==> config.mk <==
export PLATFORM = sky130hd
export DESIGN_NAME = regfile_dump
export DESIGN_NICKNAME = d
export VERILOG_FILES = /design/src/rtl/regfile_pkg.sv /design/src/rtl/regfile_dump.sv
export SDC_FILE = /design/constraint.sdc
export NUM_CORES = 1
export LEC_CHECK = 0
export ABC_AREA = 0
export BUFFER_PORTS_ARGS = -buffer_cell sky130_fd_sc_hd__buf_2
export CAP_MARGIN = 5
export CORE_ASPECT_RATIO = 0.6
export CORE_MARGIN = 2
export CORE_UTILIZATION = 45
export CTS_BUF_LIST = sky130_fd_sc_hd__clkbuf_2
export DETAILED_ROUTE_END_ITERATION = 8
export PLACE_DENSITY = 0.79
export SLEW_MARGIN = 10
export SYNTH_ARGS = -nofsm -noshare
export SYNTH_HDL_FRONTEND = slang
export SYNTH_SLANG_ARGS = --single-unit
==> constraint.sdc <==
create_clock -name clk -period 1.5 [get_ports clk]
set_clock_uncertainty 0.05 [all_clocks]
set_input_delay 0.225 -clock clk [delete_from_list [all_inputs] [get_ports clk]]
set_output_delay 0.225 -clock clk [all_outputs]
set_load 0.1 [all_outputs]
==> src/rtl/regfile_pkg.sv <==
// Shared sizing and FSM encoding for the register-file dump sequencer.
package regfile_pkg;

  localparam int DW    = 16;
  localparam int AW    = 3;
  localparam int NREGS = 8;

  typedef enum logic [1:0] {
    IDLE    = 2'd0,
    READ    = 2'd1,
    PRESENT = 2'd2,
    DONE    = 2'd3
  } state_t;

endpackage

==> src/rtl/regfile_dump.sv <==
// Sweeps count registers from base (wrapping), presenting each on a valid/ready port.
// Two cycles per word minimum; out_ready low holds the word, index and readnum frozen.
module regfile_dump #(
  parameter int DW = regfile_pkg::DW,
  parameter int AW = regfile_pkg::AW
) (
  input  logic          clk,
  input  logic          reset,
  input  logic          start,
  input  logic [AW-1:0] base,
  input  logic [AW:0]   count,
  output logic [AW-1:0] readnum,
  input  logic [DW-1:0] rf_data,
  output logic [DW-1:0] out_data,
  output logic [AW-1:0] out_idx,
  output logic          out_valid,
  input  logic          out_ready,
  output logic          busy,
  output logic          done
);

  import regfile_pkg::*;

  state_t        state;
  state_t        state_nxt;
  logic [AW:0]   remaining;
  logic [AW:0]   count_clamped;

  assign count_clamped = (count > (AW+1)'(NREGS)) ? (AW+1)'(NREGS) : count;

  always_ff @(posedge clk) begin
    if (reset) state <= IDLE;
    else       state <= state_nxt;
  end

  always_comb begin
    state_nxt = state;
    case (state)
      IDLE:    if (start) state_nxt = (count == '0) ? DONE : READ;
      READ:    state_nxt = PRESENT;
      PRESENT: if (out_ready) state_nxt = (remaining > (AW+1)'(1)) ? READ : DONE;
      DONE:    state_nxt = IDLE;
      default: state_nxt = IDLE;
    endcase
  end

  always_comb begin
    busy = (state != IDLE);
    done = (state == DONE);
  end

  // Datapath registers; in PRESENT they only move on an accepted handshake.
  always_ff @(posedge clk) begin
    if (reset) begin
      readnum   <= '0;
      out_data  <= '0;
      out_idx   <= '0;
      out_valid <= 1'b0;
      remaining <= '0;
    end else begin
      case (state)
        IDLE: begin
          if (start && count != '0) begin
            readnum   <= base;
            remaining <= count_clamped;
          end
        end
        READ: begin
          out_data  <= rf_data;
          out_idx   <= readnum;
          out_valid <= 1'b1;
        end
        PRESENT: begin
          if (out_ready) begin
            out_valid <= 1'b0;
            if (remaining > (AW+1)'(1)) begin
              readnum   <= readnum + AW'(1);
              remaining <= remaining - (AW+1)'(1);
            end else begin
              remaining <= '0;
            end
          end
        end
        default: ;
      endcase
    end
  end

endmodule

==> impl_metrics.ini <==
[run_status]
status = finished with violations
violations = setup timing

[critical_path]
worst-setup-path-type = flop to output port
r2r_end = readnum[0]
cp-end-kind = output port
reg2reg_depth = 5
reg2reg_from = state[1]
cp-start-kind = flop
slowest_delay_ns = 0.35
crit_chain = buf_6 -> or2_4 -> buf_12
cp.arrival_ns = 1.26
rrSetupSlack_ns = 0
crit_buf_inv = 2
crit_family = flip-flops
required_ns = 1.22
crit_slowest_cell = dfxtp_2
cp_max_fo = 7

[finish]
fin_nets = 265
fin_util_pct = 67.3
layout_commonest_cell = buf_2
drive_gt1_share_pct = 46.6
area_growth_pct = 41.1
antennaDiodeCount = 0
fin_cells = 278
layout_common_cells = buf_2 (47), nand2_1 (45), a21oi_1 (22), dfxtp_1 (22), buf_4 (18)
final_area_um2 = 1960
fill_cells = 249

[global_routing]
grt_max_degree = 21
grt_pass1_wl_um = 5420
overflow = 0
grt.total_usage_pct = 21.0
antenna_found_initial = 0
grt_pass1_vias = 1196

[worst_hold_path]
hold_path.class = input port to flop
whs_endpoint = out_data[7]
min_from = rf_data[7]
min_delay_path_depth = 3

[pwr]
irDropWorstVdd_v = 0.000615
power_mw = 2.17
power_density_nw_per_um2 = 1110
p_leak_nw = 0.904

[sta]
hold_viol = 0
fin_crit_ns = 1.54
finalMaxSlewViolations = 0
fmax_mhz = 651
fin_ws_ns = -0.0372
finalSetupTns_ns = -0.0372
setup_viol = 2
worst_pin_slew_ns = 0.494
slew_headroom_pct = 67.3
final.period_utilization_pct = 102
holdWs_ns = 0.0341
rsz0062_at_grt = yes

[clocking]
cts_tree = done
root_buffer = clkbuf_2
cts-htree-levels = 2
clk_pin_slew_worst_paths_ns = 0.15
clock_sinks = 29
clk_latency_ns = 0.36
ctsHoldBuffers = 0
cts_inserted_buffers = 5
clk_path_buf_depth = 2

[logic_synthesis]
netlist_area_um2 = 1390
syn_nets = 197
syn_inst = 167
synth_area_per_cell_um2 = 8.31
ys_types = 41
ys_seq_area_share_pct = 41.8
ys_warn_count = 0
ys_ff_latch = 29

[routing]
antenna_left = 0
drtPass1Iterations = 4
routed-via-count = 1394
viasPerCell = 5.01
drtIter0Drc = 49
wire_per_inst_um = 12.9
drt_wl_total_um = 3600
drc = 0

[floorplanning]
dieArea_um2 = 3560
die_x_um = 75.7
ioPinCount = 52
start_util_pct = 47.7
die_y_um = 47.0
core-area_um2 = 2910
rows = 15

[place]
place_area_um2 = 1750
place_inst = 259
place_ws_ns = -0.0160
gp_congestion = 0.833
dpl.hpwl_um = 2500
portBuffers = 51

[run]
maxCapViolations = 0
-- worst register-to-register path, cell delays in order (launching register included) --
cell      delay [ns]
dfxtp_2         0.35
buf_6           0.11
nand2b_4        0.15
or3_4           0.40
and2_4          0.16
o221a_4         0.20
-- how the worst max path moves through the flow --
stage            startpoint         end  slack (ns)  cells past startpoint
2_1_floorplan    readnum[2]  readnum[2]       0.008                      3
3_3_place_gp   remaining[0]  readnum[0]        0.02                      6
3_5_place_dp   remaining[0]  readnum[0]       -0.02                      6
4_1_cts            state[0]        busy       -0.06                      3
5_1_grt            state[1]        busy       -0.09                      3
6_report           state[1]        busy       -0.04                      3
-- Yosys cell counts --
cell | instances | area (µm²)
nor2b_1 | 2 | 12.5
a32oi_1 | 2 | 17.5
o41a_1 | 1 | 11.3
or3_4 | 1 | 11.3
a41oi_1 | 1 | 8.76
o32ai_2 | 1 | 16.3
nand2_1 | 45 | 169
o31ai_4 | 1 | 21.3
and2_4 | 1 | 8.76
buf_4 | 3 | 22.5
a22oi_1 | 1 | 7.51
or2_2 | 2 | 12.5
inv_1 | 7 | 26.3
dfxtp_1 | 29 | 581
nand3_1 | 1 | 5.00
nor3b_1 | 1 | 7.51
or2_4 | 1 | 8.76
nand2b_4 | 1 | 13.8
a21boi_0 | 1 | 7.51
nor2_1 | 7 | 26.3
a211oi_2 | 1 | 12.5
buf_2 | 2 | 10.0
nor4_4 | 1 | 21.3
and3_1 | 1 | 6.26
o22ai_1 | 1 | 6.26
o221a_2 | 1 | 11.3
a31oi_1 | 1 | 6.26
o21ai_0 | 3 | 15.0
a21oi_1 | 22 | 110
nand3b_4 | 1 | 20.0
clkbuf_1 | 5 | 18.8
and2_1 | 1 | 6.26
a21o_1 | 1 | 7.51
a211oi_1 | 4 | 30.0
a22o_1 | 1 | 8.76
ha_1 | 3 | 37.5
and2b_1 | 1 | 7.51
nor3_1 | 4 | 20.0
nand2b_1 | 2 | 12.5
o21bai_4 | 1 | 18.8
or2_1 | 1 | 6.26
-- logic make-up after synthesis --
family	after synthesis	synth area share [%]
AOI/OAI and AO/OA	44	22.8
adders and majority gates	3	2.71
buffers and inverters	17	5.59
DFF	29	41.8
and+or+nand+nor	74	27.1
-- where the power goes --
group / internal (mW) / total (mW) / leakage [nW] / switching (mW)
Combinational: 0.305 / 0.911 / 0.631 / 0.606
Clock: 0.117 / 0.388 / 0.0327 / 0.271
Sequential: 0.831 / 0.871 / 0.240 / 0.0396
-- flip-flops by register name (all words and copies together), names as in the netlist --
signal and flops:
out_data 16, out_idx 3, out_valid 1, readnum 3, remaining 4, state 2
-- metal layers --
layer / vias up / share of wire [%] / track usage (%)
met4: 0 / 1.5 / 8.77
met3: 7 / 5.3 / 5.79
met1: 643 / 50 / 30.3
met2: 35 / 43 / 29.7
li1: 709 / - / -
met5: - / 0 / 0
-- final cells by class --
type | count | area [µm²] | area share (%)
well taps | 42 | 52.6 | 2.68
clock buffers | 6 | 30.0 | 1.53
repair buffers | 71 | 455 | 23.3
inverters | 7 | 26.3 | 1.34
clock inverters | 2 | 10.0 | 0.511
multi-input cells | 121 | 790 | 40.3
flip-flops and latches | 29 | 594 | 30.4
-- what timing repair did --
| item | in CTS | in global routing |
|---|---|---|
| buffers inserted | 5 | 6 |
| setup endpoints to repair | 8 | 29 |
| gates resized for setup | 14 | 13 |
| pin swaps | 4 | 4 |
Note: power is estimated with default switching activity, not from simulation.
